===== src/rtl/sonar_pkg.sv =====
// Shared definitions for the sonar ranging front-end: FSM state codes,
// default timing constants and a small BCD helper.
package sonar_pkg;

  typedef enum logic [3:0] {
    EST_INICIAL       = 4'd0,
    EST_PREPARACAO    = 4'd1,
    EST_ENVIA_TRIGGER = 4'd2,
    EST_ESPERA_ECHO   = 4'd3,
    EST_MEDIDA        = 4'd4,
    EST_ARMAZENA      = 4'd5,
    EST_FINAL         = 4'd6
  } estado_t;

  // Defaults for a 50 MHz clock: 10 us trigger, 58.82 us per cm, 40 ms watchdog
  localparam int unsigned CICLOS_TRIGGER_PADRAO = 500;
  localparam int unsigned CICLOS_POR_CM_PADRAO  = 2941;
  localparam int unsigned CICLOS_TIMEOUT_PADRAO = 2_000_000;

  // True when the 3-decade BCD value has reached its ceiling of 999
  function automatic logic bcd_no_maximo(input logic [11:0] bcd);
    return (bcd == 12'h999);
  endfunction

endpackage


===== src/rtl/contador_cm_bcd.sv =====
// Centimetre counter: a tick counter that advances the BCD count halfway
// through each centimetre period (giving round-to-nearest), feeding a
// 3-decade BCD counter that saturates at 999.
module contador_cm_bcd
  import sonar_pkg::*;
#(
  parameter int unsigned CICLOS_POR_CM = CICLOS_POR_CM_PADRAO
) (
  input  logic        i_clock,
  input  logic        i_reset_n,
  input  logic        i_clear,
  input  logic        i_enable,
  output logic [11:0] o_bcd
);

  localparam int LarguraTick = (CICLOS_POR_CM > 1) ? $clog2(CICLOS_POR_CM) : 1;
  localparam logic [LarguraTick-1:0] TickMax  = LarguraTick'(CICLOS_POR_CM - 1);
  localparam logic [LarguraTick-1:0] TickMeio = LarguraTick'(CICLOS_POR_CM / 2);

  logic [LarguraTick-1:0] r_tick;
  logic [3:0]             r_unid;
  logic [3:0]             r_dez;
  logic [3:0]             r_cent;
  logic                   w_incrementa;
  logic                   w_saturado;

  assign o_bcd        = {r_cent, r_dez, r_unid};
  assign w_incrementa = i_enable && (r_tick == TickMeio);
  assign w_saturado   = bcd_no_maximo(o_bcd);

  // Tick counter wraps every centimetre period while echo is being timed
  always_ff @(posedge i_clock or negedge i_reset_n) begin
    if (!i_reset_n) begin
      r_tick <= '0;
    end else if (i_clear) begin
      r_tick <= '0;
    end else if (i_enable) begin
      r_tick <= (r_tick == TickMax) ? '0 : r_tick + 1'b1;
    end
  end

  // Cascaded decades; once at 999 further increments are dropped
  always_ff @(posedge i_clock or negedge i_reset_n) begin
    if (!i_reset_n) begin
      r_unid <= '0;
      r_dez  <= '0;
      r_cent <= '0;
    end else if (i_clear) begin
      r_unid <= '0;
      r_dez  <= '0;
      r_cent <= '0;
    end else if (w_incrementa && !w_saturado) begin
      if (r_unid == 4'd9) begin
        r_unid <= 4'd0;
        if (r_dez == 4'd9) begin
          r_dez  <= 4'd0;
          r_cent <= r_cent + 4'd1;
        end else begin
          r_dez <= r_dez + 4'd1;
        end
      end else begin
        r_unid <= r_unid + 4'd1;
      end
    end
  end

endmodule


===== src/rtl/medidor_distancia.sv =====
// Ultrasonic ranging front-end: fires a trigger pulse on request, times the
// echo width, converts it to rounded BCD centimetres and pulses pronto.
// Optional watchdog on echo wait/measure enabled by defining MEDIDOR_TIMEOUT_EN.
module medidor_distancia
  import sonar_pkg::*;
#(
  parameter int unsigned CICLOS_TRIGGER = CICLOS_TRIGGER_PADRAO,
  parameter int unsigned CICLOS_POR_CM  = CICLOS_POR_CM_PADRAO,
  parameter int unsigned CICLOS_TIMEOUT = CICLOS_TIMEOUT_PADRAO
) (
  input  logic        clock,
  input  logic        reset,
  input  logic        medir,
  input  logic        echo,
  output logic        trigger,
  output logic [11:0] medida,
  output logic        pronto,
  output logic        erro,
  output logic [3:0]  db_estado
);

  localparam int LarguraTrig = $clog2(CICLOS_TRIGGER + 1);
  localparam logic [LarguraTrig-1:0] TrigMax = LarguraTrig'(CICLOS_TRIGGER);

  estado_t                r_estado;
  logic                   r_echo_meta;
  logic                   r_echo_sync;
  logic [LarguraTrig-1:0] r_trig_cnt;
  logic                   r_trigger;
  logic                   r_pronto;
  logic [11:0]            r_medida;
  logic [11:0]            w_bcd;
  logic                   w_clear;
  logic                   w_enable;

`ifdef MEDIDOR_TIMEOUT_EN
  localparam int LarguraWd = (CICLOS_TIMEOUT > 1) ? $clog2(CICLOS_TIMEOUT) : 1;
  localparam logic [LarguraWd-1:0] WdMax = LarguraWd'(CICLOS_TIMEOUT - 1);
  logic                 r_erro;
  logic [LarguraWd-1:0] r_wd_cnt;
  assign erro = r_erro;
`else
  // Without the watchdog a measurement can never fail, so erro stays low
  assign erro = 1'b0 & (|CICLOS_TIMEOUT);
`endif

  assign trigger   = r_trigger;
  assign medida    = r_medida;
  assign pronto    = r_pronto;
  assign db_estado = r_estado;
  assign w_clear   = (r_estado == EST_PREPARACAO);
  assign w_enable  = (r_estado == EST_MEDIDA) && r_echo_sync;

  // Two-stage synchronizer for the asynchronous echo pin
  always_ff @(posedge clock or negedge reset) begin
    if (!reset) begin
      r_echo_meta <= 1'b0;
      r_echo_sync <= 1'b0;
    end else begin
      r_echo_meta <= echo;
      r_echo_sync <= r_echo_meta;
    end
  end

  contador_cm_bcd #(
    .CICLOS_POR_CM(CICLOS_POR_CM)
  ) u_contador (
    .i_clock  (clock),
    .i_reset_n(reset),
    .i_clear  (w_clear),
    .i_enable (w_enable),
    .o_bcd    (w_bcd)
  );

  // Measurement sequencer with registered trigger/pronto/medida outputs
  always_ff @(posedge clock or negedge reset) begin
    if (!reset) begin
      r_estado   <= EST_INICIAL;
      r_trig_cnt <= '0;
      r_trigger  <= 1'b0;
      r_pronto   <= 1'b0;
      r_medida   <= 12'h000;
`ifdef MEDIDOR_TIMEOUT_EN
      r_erro     <= 1'b0;
      r_wd_cnt   <= '0;
`endif
    end else begin
      r_pronto <= 1'b0;
      case (r_estado)
        EST_INICIAL: begin
          if (medir) r_estado <= EST_PREPARACAO;
        end
        EST_PREPARACAO: begin
          r_trig_cnt <= '0;
`ifdef MEDIDOR_TIMEOUT_EN
          r_wd_cnt   <= '0;
`endif
          r_estado   <= EST_ENVIA_TRIGGER;
        end
        EST_ENVIA_TRIGGER: begin
          if (r_trig_cnt == TrigMax) begin
            r_trigger <= 1'b0;
            r_estado  <= EST_ESPERA_ECHO;
          end else begin
            r_trigger  <= 1'b1;
            r_trig_cnt <= r_trig_cnt + 1'b1;
          end
        end
        EST_ESPERA_ECHO: begin
          if (r_echo_sync) r_estado <= EST_MEDIDA;
        end
        EST_MEDIDA: begin
          if (!r_echo_sync) r_estado <= EST_ARMAZENA;
        end
        EST_ARMAZENA: begin
          r_medida <= w_bcd;
`ifdef MEDIDOR_TIMEOUT_EN
          r_erro   <= 1'b0;
`endif
          r_pronto <= 1'b1;
          r_estado <= EST_FINAL;
        end
        EST_FINAL: begin
          r_estado <= EST_INICIAL;
        end
        default: begin
          r_estado <= EST_INICIAL;
        end
      endcase
`ifdef MEDIDOR_TIMEOUT_EN
      // Watchdog overrides the normal transition when the echo never ends
      if (r_estado == EST_ESPERA_ECHO || r_estado == EST_MEDIDA) begin
        if (r_wd_cnt == WdMax) begin
          r_wd_cnt <= '0;
          r_erro   <= 1'b1;
          r_pronto <= 1'b1;
          r_estado <= EST_FINAL;
        end else begin
          r_wd_cnt <= r_wd_cnt + 1'b1;
        end
      end
`endif
    end
  end

endmodule


===== config.mk =====
export PLATFORM = sky130hd
export DESIGN_NAME = medidor_distancia
export DESIGN_NICKNAME = d
export VERILOG_FILES = /design/src/rtl/sonar_pkg.sv /design/src/rtl/contador_cm_bcd.sv /design/src/rtl/medidor_distancia.sv
export SDC_FILE = /design/constraint.sdc
export NUM_CORES = 1
export LEC_CHECK = 0
export BUFFER_PORTS_ARGS = -buffer_cell sky130_fd_sc_hd__clkbuf_2
export CAP_MARGIN = 20
export CORE_MARGIN = 5
export CORE_UTILIZATION = 60
export DETAILED_ROUTE_END_ITERATION = 12
export PLACE_DENSITY = 0.8
export RECOVER_POWER = 50
export SLEW_MARGIN = 20
export SYNTH_ARGS = -nofsm -noshare
export SYNTH_HDL_FRONTEND = slang
export SYNTH_SLANG_ARGS = --single-unit

===== constraint.sdc =====
create_clock -name clock -period 4.1 [get_ports clock]
set_clock_uncertainty 0.15 [all_clocks]
set_input_delay 0.41 -clock clock [delete_from_list [all_inputs] [get_ports clock]]
set_output_delay 0.41 -clock clock [all_outputs]
set_load 0.02 [all_outputs]

==> run_results.csv <==
group,metric,value,unit
floorplan,die_h,76.90,um
route,drt_wl_total,4.909,mm
worst_setup_path,crit_start,"reset",
final_layout,mostFrequentLayoutCells,"52 x dfrtp_1, 27 x nand2_1, 27 x o21ai_0",
worst_setup_path,cp-start-kind,"input port",
global_route,grt_first_pass_wirelength,8.990,mm
synth,synth_warnings,0,
timing,fin_setup_tns,0,ns
place,globalplace.congestion,0.8710,
worst_setup_path,slowest_delay,1.88,ns
worst_setup_path,path_cells,"clkbuf_2, clkbuf_1",
synth,synth_cell_types,51,
worst_setup_path,r2r-end,"u_contador.r_unid[3]",
final_layout,seq_area,1301,um2
synth,synth_top_area_cell,"dfrtp_1",
synth,synthArstFlopShare,1.000,
route,vias,2048,
worst_setup_path,cp_max_fo,52,
clocking,clock_sinks,52,
timing,period_needed,2.701,ns
floorplan,die-area,5913,um2
status,status,"complete, but fails checks",
synth,ys_seq_elements,52,
timing,tightest_slew,2.664,ns
pwr,power-per-cell-area,282.6,nW/um2
timing,fmax,370.2,MHz
worst_setup_path,path_delay_family,"buffers and inverters",
route,routedWlPerCell,14.27,um
clocking,clockRootBuffer,"clkbuf_8",
clocking,cts_hold_buf,0,
synth,seq_area_frac_synth,0.4846,
timing,maxSlewViolCount,53,
worst_setup_path,critPathBufInv,2,
synth,synth_flop_cell,"dfrtp_1",
worst_setup_path,path_depth,2,
global_route,grt_max_degree,53,
clocking,postCtsSetupBuffers,0,
timing,maxSlewHeadroom,-0.7757,
clocking,post_cts_resized,0,
place,placed_cell_area,2820,um2
clocking,clockBufferDepth,2,
final_layout,syn_to_final_growth,8.155,%
clocking,tritoncts,"done",
final_layout,nFillCells,346,
floorplan,initial_core_util,0.6167,
worst_setup_path,crit_arrival,2.40,ns
route,drt_iter0_markers,206,
clocking,cts_htree_levels,2,
pwr,leakage,1.312,nW
synth,synth_top_area_frac,0.4846,
worst_setup_path,ff2ff_setup_slack,1.59,ns
timing,hold_viol,0,
final_layout,final_nets,306,
clocking,clkLatencyLatePin,0.30,ns
worst_setup_path,reg2reg_from,"db_estado[0]",
status,failed_checks,"max-capacitance violations, max-slew violations",
route,drt_pass1_iterations,4,
final_layout,postLayoutCoreUtil,0.6670,
route,via_per_inst,5.953,
worst_setup_path,ff2ff_path_depth,5,
clocking,clkTransAtPathRegs,0.08,ns
place,dp_cells,336,
final_layout,diodes,0,
worst_setup_path,end_kind,"asynchronous set/reset pin",
global_route,track_usage,0.1821,
timing,setup_viol,0,
floorplan,ios,23,
timing,timing.final.crit_share,0.6588,
floorplan,rows,24,
worst_setup_path,crit_type,"in -> async",
timing,rsz0062_at_grt,"false",
synth,syn_inst,273,
floorplan,die_w,76.90,um
worst_setup_path,endpoint,"trigger",
global_route,grt_pass1_vias,1948,
synth,synth_area_per_cell,9.835,um2
final_layout,multi_input_area,1294,um2
synth,synth-edff-count,0,
synth,synthTopCellsByArea,"dfrtp_1 48%, ha_1 5.1%, o21ai_0 5.0%, mux2_2 4.2%, nand2_1 3.8%",
final_layout,stdcell_count,344,
final_layout,layout_commonest_cell,"dfrtp_1",
route,drcViolationCount,0,
final_layout,fin_area,2904,um2
synth,synth_area,2685,um2
job,drv_cap,1,
pwr,vdd_ir_drop_max,0.2211,mV
place,hpwl,3.318,mm
worst_setup_path,required,3.79,ns
place,place.port_buffers,20,
clocking,cts_inserted_buffers,5,
pwr,totalPowerFinal,0.8208,mW
floorplan,core,4354,um2
global_route,overflow,0,
global_route,antenna_found_initial,0,
worst_setup_path,cp_slowest_cell,"clkbuf_1",
route,antenna_left,0,
hold_path,holdCritPathClass,"in -> reg",
final_layout,drive_above_1_share,0.1610,
[power breakdown]
group / total [mW] / internal [mW] / switching (mW)
clock network: 0.294 / 0.135 / 0.159
registers: 0.514 / 0.513 / 0.000875
logic: 0.0127 / 0.00144 / 0.0112
total: 0.821 / 0.650 / 0.171
[per-layer routing]
metal | routed length, um | track usage
met5 | 0 | 0
met4 | 65 | 0.05944
met3 | 216 | 0.03630
met2 | 2361 | 0.2895
met1 | 2267 | 0.2492
[worst min-delay path by stage]
stage | from | end | slack, ns | cells after the start
final | echo | r_echo_meta | 0.07 | 1
after global routing | echo | r_echo_meta | 0.06 | 1
after CTS | echo | r_echo_meta | 0.05 | 1
after detailed placement | r_echo_meta | r_echo_sync | 0.19 | 0
after global placement | r_echo_meta | r_echo_sync | 0.18 | 0
after floorplan | reset | db_estado[0] | -0.04 | 0
[metrics by stage]
stage	worst slack [ns]	hold WS, ns
2_1_floorplan	1.838	-0.03559
3_3_place_gp	1.674	0.1843
3_5_place_dp	1.625	0.1911
4_1_cts	1.594	0.04746
5_1_grt	0.7731	0.05638
6_report	1.399	0.06536
[final cells by class]
| cell class | count | area share |
|---|---|---|
| clock inverter | 2 | 0.003447 |
| multi-input combinational | 198 | 0.4455 |
| clock buffer | 6 | 0.02844 |
| tap | 52 | 0.02240 |
| timing repair buffer | 22 | 0.03662 |
| sequential | 52 | 0.4481 |
| inverter | 12 | 0.01551 |
[state kept, by name, indices dropped and copies added (netlist names)]
name               count
u_contador.r_dez       4
trigger                1
r_echo_sync            1
r_trig_cnt             9
u_contador.r_tick     12
u_contador.r_unid      4
u_contador.r_cent      4
r_echo_meta            1
medida                12
pronto                 1
db_estado              3
[cells in the mapped netlist, types with 4 or more instances]
master	count
nand3_1	9
inv_1	12
xor2_1	5
nand2b_1	4
ha_1	11
nor3_1	7
a21oi_1	17
a21o_1	4
mux2_2	10
clkbuf_1	9
or3_1	5
o21ai_0	27
nand4_1	5
nor2_1	18
nand2_1	27
dfrtp_1	52
[kinds of logic (layout without fill, tap and decap cells)]
group	Yosys count	count (layout)	synth area share
AND/OR/NAND/NOR	101	101	0.2088
flip-flops	52	52	0.4846
adder cells (fa/ha/maj)	11	11	0.05126
other	1	2	0.001397
multiplexers	13	13	0.05312
XOR/XNOR	5	5	0.01631
AO/OA/AOI/OAI	66	66	0.1477
buffers and inverters	24	42	0.03681
No activity file was read; power rests on OpenSTA's default activity.
